==> src/rtl/braille_cell_driver.sv <==
// Braille cell driver: accepts a 4-bit symbol over valid/ready, shows its 6-dot
// cell for HOLD_CYCLES, blanks for GAP_CYCLES, then pulses done.
module braille_cell_driver #(
    parameter int HOLD_CYCLES = 1000,
    parameter int GAP_CYCLES  = 250,
    parameter int CNT_W       = 32
) (
    input  logic       clk,
    input  logic       rst_n,
    input  logic       sym_valid,
    input  logic [3:0] sym_data,
    output logic       sym_ready,
    input  logic       abort,
    output logic [5:0] dots,
    output logic       dots_active,
    output logic       busy,
    output logic       done,
    output logic [3:0] last_sym
);

    typedef enum logic [1:0] {IDLE, SHOW, GAP} state_e;

    localparam logic [CNT_W-1:0] HOLD_LD = CNT_W'(HOLD_CYCLES - 1);
    localparam logic [CNT_W-1:0] GAP_LD  = (GAP_CYCLES > 0) ? CNT_W'(GAP_CYCLES - 1) : '0;

    state_e           state_q, state_d;
    logic [CNT_W-1:0] timer_q, timer_d;
    logic [5:0]       dots_q, dots_d;
    logic             done_q, done_d;
    logic [3:0]       last_q, last_d;

    // Must remain the exact inverse of the trainer's decoder table.
    function automatic logic [5:0] cell_of(input logic [3:0] idx);
        case (idx)
            4'h0: cell_of = 6'b000001;
            4'h1: cell_of = 6'b000101;
            4'h2: cell_of = 6'b000011;
            4'h3: cell_of = 6'b001011;
            4'h4: cell_of = 6'b001001;
            4'h5: cell_of = 6'b000111;
            4'h6: cell_of = 6'b001111;
            4'h7: cell_of = 6'b001101;
            4'h8: cell_of = 6'b000110;
            4'h9: cell_of = 6'b001110;
            4'hA: cell_of = 6'b010101;
            4'hB: cell_of = 6'b011001;
            4'hC: cell_of = 6'b010111;
            4'hD: cell_of = 6'b010110;
            4'hE: cell_of = 6'b110001;
            default: cell_of = 6'b111011;
        endcase
    endfunction

    always_comb begin
        state_d = state_q;
        timer_d = timer_q;
        dots_d  = dots_q;
        done_d  = 1'b0;
        last_d  = last_q;
        if (abort) begin
            state_d = IDLE;
            timer_d = '0;
            dots_d  = '0;
        end else begin
            case (state_q)
                IDLE: if (sym_valid) begin
                    state_d = SHOW;
                    dots_d  = cell_of(sym_data);
                    last_d  = sym_data;
                    timer_d = HOLD_LD;
                end
                SHOW: if (timer_q == '0) begin
                    dots_d = '0;
                    if (GAP_CYCLES == 0) begin
                        state_d = IDLE;
                        done_d  = 1'b1;
                    end else begin
                        state_d = GAP;
                        timer_d = GAP_LD;
                    end
                end else begin
                    timer_d = timer_q - 1'b1;
                end
                GAP: if (timer_q == '0) begin
                    state_d = IDLE;
                    done_d  = 1'b1;
                end else begin
                    timer_d = timer_q - 1'b1;
                end
                default: begin
                    state_d = IDLE;
                    dots_d  = '0;
                    timer_d = '0;
                end
            endcase
        end
    end

    always_ff @(posedge clk or negedge rst_n) begin
        if (!rst_n) begin
            state_q <= IDLE;
            timer_q <= '0;
            dots_q  <= '0;
            done_q  <= 1'b0;
            last_q  <= 4'h0;
        end else begin
            state_q <= state_d;
            timer_q <= timer_d;
            dots_q  <= dots_d;
            done_q  <= done_d;
            last_q  <= last_d;
        end
    end

    assign sym_ready   = (state_q == IDLE);
    assign busy        = (state_q != IDLE);
    assign dots_active = (state_q == SHOW);
    assign dots        = dots_q;
    assign done        = done_q;
    assign last_sym    = last_q;

endmodule

==> config.mk <==
export PLATFORM = sky130hd
export DESIGN_NAME = braille_cell_driver
export DESIGN_NICKNAME = d
export VERILOG_FILES = /design/src/rtl/braille_cell_driver.sv
export SDC_FILE = /design/constraint.sdc
export NUM_CORES = 1
export LEC_CHECK = 0
export BUFFER_PORTS_ARGS = -buffer_cell sky130_fd_sc_hd__buf_2
export CAP_MARGIN = 0
export CORE_MARGIN = 3
export CORE_UTILIZATION = 40
export DETAILED_ROUTE_END_ITERATION = 16
export SETUP_SLACK_MARGIN = 0.2
export SLEW_MARGIN = 5
export SYNTH_ARGS = -nofsm -noshare
export SYNTH_HDL_FRONTEND = slang
export SYNTH_SLANG_ARGS = --single-unit
==> constraint.sdc <==
create_clock -name clk -period 4.8 [get_ports clk]
set_input_delay 1.44 -clock clk [delete_from_list [all_inputs] [get_ports clk]]
set_output_delay 1.44 -clock clk [all_outputs]
set_load 0.03 [all_outputs]
== Word level (Yosys, flattened, before mapping) ==
Memory sizes are Yosys's and may differ from the RTL's.
Index checks and enable logic that the tools add are counted.

* Memory bits (read-only): 96
* Memories kept: 1
* Bits of input ports: 8
* Word-level logic and storage cells: 39
* Flip-flop bits (word level): 45
* Output and inout bits: 14

* Bitwise gates (word level): 1
* Add/subtract/negate cells: 1
* Equal/unequal tests: 7
* Reductions and logical operators: 7
* Muxes and demuxes: 17

{| class="wikitable"
|+ Memory list
! name !! depth !! bits a word !! read ports !! clocked after memory_dff !! wr ports !! line !! source
|-
| (name not given) || 16 || 6 || 1 || 0 || 0 || 34 || <nowiki>case (idx)</nowiki>
|}

{| class="wikitable"
|+ Operator list
! kind !! count
|-
| two-way mux 32 bit || 4
|-
| one-hot mux 32 bit (3 select lines) || 1
|-
| logical NOT 32 bit || 1
|-
| subtractor 32 x 1 -> 32 bit (second input constant) || 1
|-
| two-way mux 6 bit || 3
|-
| one-hot mux 6 bit (3 select lines) || 1
|-
| AND reduction 3 bit || 3
|-
| two-way mux 2 bit || 4
|-
| inequality test 3 x 2 -> 1 bit (second input constant) || 2
|-
| inequality test 3 bit (second input constant) || 2
|-
| one-hot mux 2 bit (3 select lines) || 1
|-
| two-way mux 1 bit || 3
|-
| equality test 2 x 1 -> 1 bit (second input constant) || 1
|-
| equality test 2 bit (second input constant) || 1
|-
| logical NOT 2 bit || 1
|-
| inequality test 2 bit (second input constant) || 1
|-
| AND reduction 2 bit || 1
|-
| nonzero test 2 bit || 1
|-
| NOT 1 bit || 1
|}

== Longest topological paths before layout ==
* Depth after elaboration: 4
* Gate-level depth with buffers: 10
* Mapped depth without buffers: 8

== Worst setup path before layout ==
No wires, ideal clock.

* Kind: register to output
* Start point: reg state_q[1]
* End point: out sym_ready
* Arrival time: 1.425 ns
* Cell stages (with the launch flop): 5
* Buffers on the path: 2
* Data required time: 3.360 ns
* Slack: 1.935 ns
* Cells stage by stage: dfrtp_1 -> clkbuf_1 -> or2_2 -> clkbuf_1 -> inv_1

* Longest elaborated chain between the ends: 1

{| class="wikitable"
|+ RTL lines
! element !! line !! source
|-
| from (decl) || 26 || <nowiki>state_e state_q, state_d;</nowiki>
|-
| from (signal assigned) || 107 || <nowiki>state_q <= state_d;</nowiki>
|-
| logical NOT 2 bit || 115 || <nowiki>assign sym_ready = (state_q == IDLE);</nowiki>
|-
| to (decl) || 12 || <nowiki>output logic sym_ready,</nowiki>
|}

Every way passes these cells.

== Final worst setup path ==
* Start point: reg timer_q[0]
* End point: reg timer_q[7]

* Longest elaborated chain between the ends: 4
* Elaborated cells on any way between the ends: 8
* Classes of those cells: 1 x add/sub; 1 x eq/ne; 4 x mux; 2 x reduce/logical

{| class="wikitable"
|+ RTL lines
! element !! line !! source
|-
| from (decl) || 27 || <nowiki>logic [CNT_W-1:0] timer_q, timer_d;</nowiki>
|-
| from (signal assigned) || 108 || <nowiki>timer_q <= timer_d;</nowiki>
|-
| subtractor 32 x 1 -> 32 bit or logical NOT 32 bit (tied branches) || - ||
|-
| two-way mux 32 bit (on tied branches) || 84, 72 ||
|-
| one-hot mux 32 bit (3 select lines) || 65 || <nowiki>case (state_q)</nowiki>
|-
| two-way mux 32 bit || 60 || <nowiki>if (abort) begin</nowiki>
|}

Parallel ways exist; a longest one is shown, timed or not. The select of a mux whose other input is x is not followed.
A chain may end at the register's enable or synchronous reset.

==> flow_metrics.env <==
export IMPL_outcome="finished, final reports clean"
export IMPL_worstSetupPathType="reg -> reg"
export IMPL_die_x_um=87.9
export IMPL_yosys_top_cells_area="dfrtp_1 42%, nor2_1 4.3%, nand2_1 4.2%, o21ai_1 2.8%, or3_1 2.8%"
export IMPL_drt_pass1_iterations=4
export IMPL_synth_nets=320
export IMPL_clk_pin_slew_worst_paths_ns=0.09
export IMPL_period_needed_ns=3.26
export IMPL_crit_family="simple AND/OR/NAND/NOR gates"
export IMPL_stdcell_area_um2=2920
export IMPL_leakagePower_nw=1.33
export IMPL_cts_sinks=45
export IMPL_crit_cells=8
export IMPL_antenna_found_initial=0
export IMPL_critPathBufInv=1
export IMPL_yosys_most_used_dff="dfrtp_1"
export IMPL_cts_tree="done"
export IMPL_slew_headroom=0.313
export IMPL_critPathCaptureType="flip-flop"
export IMPL_rsz0062_at_grt="false"
export IMPL_tns_ns=0
export IMPL_holdWs_ns=0.474
export IMPL_slowest_stage="a21o_1"
export IMPL_io_pins=22
export IMPL_cts_hold_buffers=0
export IMPL_final_core_util=0.455
export IMPL_numCtsBuffers=5
export IMPL_antenna_left=0
export IMPL_pre_cts_ws_ns=1.52
export IMPL_synth_top_area_cell="dfrtp_1"
export IMPL_maxSlewViolCount=0
export IMPL_syn_area_um2=2690
export IMPL_hold_class="reg -> reg"
export IMPL_htree_levels=2
export IMPL_overflow=0
export IMPL_start_util=0.418
export IMPL_nets=331
export IMPL_clockBufferDepth=2
export IMPL_synth_top_area_share=0.419
export IMPL_portBuffers=21
export IMPL_worst_pin_slew_ns=1.03
export IMPL_totalPowerFinal_mw=1.00
export IMPL_post_cts_buffers=0
export IMPL_cap_violations=0
export IMPL_wl_per_cell_um=16.3
export IMPL_core_area_um2=6420
export IMPL_max_stage_delay_ns=0.61
export IMPL_synth_area_per_cell_um2=8.75
export IMPL_grt_max_degree=46
export IMPL_ys_types=55
export IMPL_drt_iter0_markers=195
export IMPL_path_cells="inv_1, ha_1, or4b_4, or3_1, nor3_4, a21o_1, nor2_1, a32o_1"
export IMPL_finalSetupViolCount=0
export IMPL_n_antenna_cell=0
export IMPL_cp_start_kind="flip-flop"
export IMPL_fin_worst_skew_ns=0.00825
export IMPL_fmax_mhz=307
export IMPL_fp_dieH_um=87.9
export IMPL_powerDensity_nw_per_um2=342
export IMPL_dp_hpwl_um=4540
export IMPL_viasPerCell=5.85
export IMPL_syn_inst=307
export IMPL_hold_path_depth=2
export IMPL_synthArstFlopShare=1.00
export IMPL_worstPathRequired_ns=4.99
export IMPL_hold_viol=0
export IMPL_clkLatencyLatePin_ns=0.30
export IMPL_cp_max_fo=20
export IMPL_ys_ff_latch=45
export IMPL_worstPathArrival_ns=3.45
export IMPL_placementRows=29
export IMPL_synth_edf_count=0
export IMPL_setup_slack_ns=1.54
export IMPL_grt_first_pass_wirelength_um=11100
export IMPL_syn2layout_area_growth_pct=8.85
export IMPL_root_buffer="clkbuf_8"
export IMPL_drive_above_1_share=0.138
export IMPL_drt_total_wl_um=6450
export IMPL_vdd_drop_max_v=0.000166
export IMPL_synth_seq_area_share=0.419
export IMPL_gp_congestion=0.804
export IMPL_synth_warnings=0
export IMPL_finalNonFillerCells=396
export IMPL_dp_cells=388
export IMPL_die_area_um2=7730
export IMPL_drcViolationCount=0
export IMPL_worst_r2r_cell_count=8
export IMPL_ctsResizeCount=0
export IMPL_vias=2317
export IMPL_fin_crit_sh=0.680
export IMPL_grt_total_usage=0.183
export IMPL_grt_pass1_vias=2234
export IMPL_placed_area_um2=2810
==> layout make-up <==
type	count	area, um2
clock buffers	7	86.3
clock inverters	1	30.0
fillers	650	3500
inverters	11	41.3
multi-input cells	233	1430
flip-flops and latches	45	1130
well taps	77	96.3
repair buffers	22	113
==> layer usage <==
metal	GRT usage	routed length (um)	vias to the layer above
met5	0	0	-
met4	0.0474	59	0
met3	0.0395	274	6
met2	0.282	2870	53
met1	0.262	3240	1108
li1	-	-	1150
==> state kept, by name, indices dropped and copies added, names as in the netlist <==
register and count:
done 1, dots 6, last_sym 4, state_q 2, timer_q 32
==> synth_stat cells, drive strengths merged (6+ instances only) <==
cell type,count
or3,13
a21oi,15
inv,11
o21ai,26
buf,8
nor4,6
nand3,10
nor2,31
o31ai,9
clkbuf,10
nand2,31
dfrtp,45
or4,7
nor3,16
==> cells in the final DEF, fill, tap and decap left out, types with 11 or more instances in the layout <==
| master | n |
|---|---|
| a21oi_1 | 14 |
| o21ai_0 | 11 |
| nor2_1 | 31 |
| inv_1 | 11 |
| o21ai_1 | 15 |
| buf_2 | 21 |
| nand2_1 | 30 |
| or3_1 | 12 |
| dfrtp_1 | 45 |
| nor3_1 | 13 |
==> logic make-up (layout without fill, tap and decap cells) <==
group	count (synthesis)	in the layout	synth area share
simple gates	134	134	0.263
compound gates	84	84	0.208
flops	45	45	0.419
buf+inv	29	41	0.0480
mux	8	8	0.0317
fa+ha+maj	5	5	0.0233
xor+xnor	2	2	0.00652
==> worst paths after layout <==
path,startpoint,end,slack (ns)
max in group asynchronous,rst_n,state_q[1],2.85
max reg2reg,timer_q[0],timer_q[7],1.54
min reg2reg,dots[4],dots[4],0.47
max,timer_q[0],timer_q[7],1.54
min in group asynchronous,rst_n,timer_q[21],1.32
min,dots[4],dots[4],0.47
==> tightest hold or removal path, stage by stage, from the launching register on <==
cell and delay (ns):
dfrtp_1 0.35, nand2_1 0.05, nand2_1 0.05
==> where the power goes <==
part,total [mW],switching (mW),internal (mW)
Sequential,0.444,0.0328,0.411
Clock,0.301,0.132,0.170
Combinational,0.255,0.168,0.0865
(Power assumes the default switching activity.)
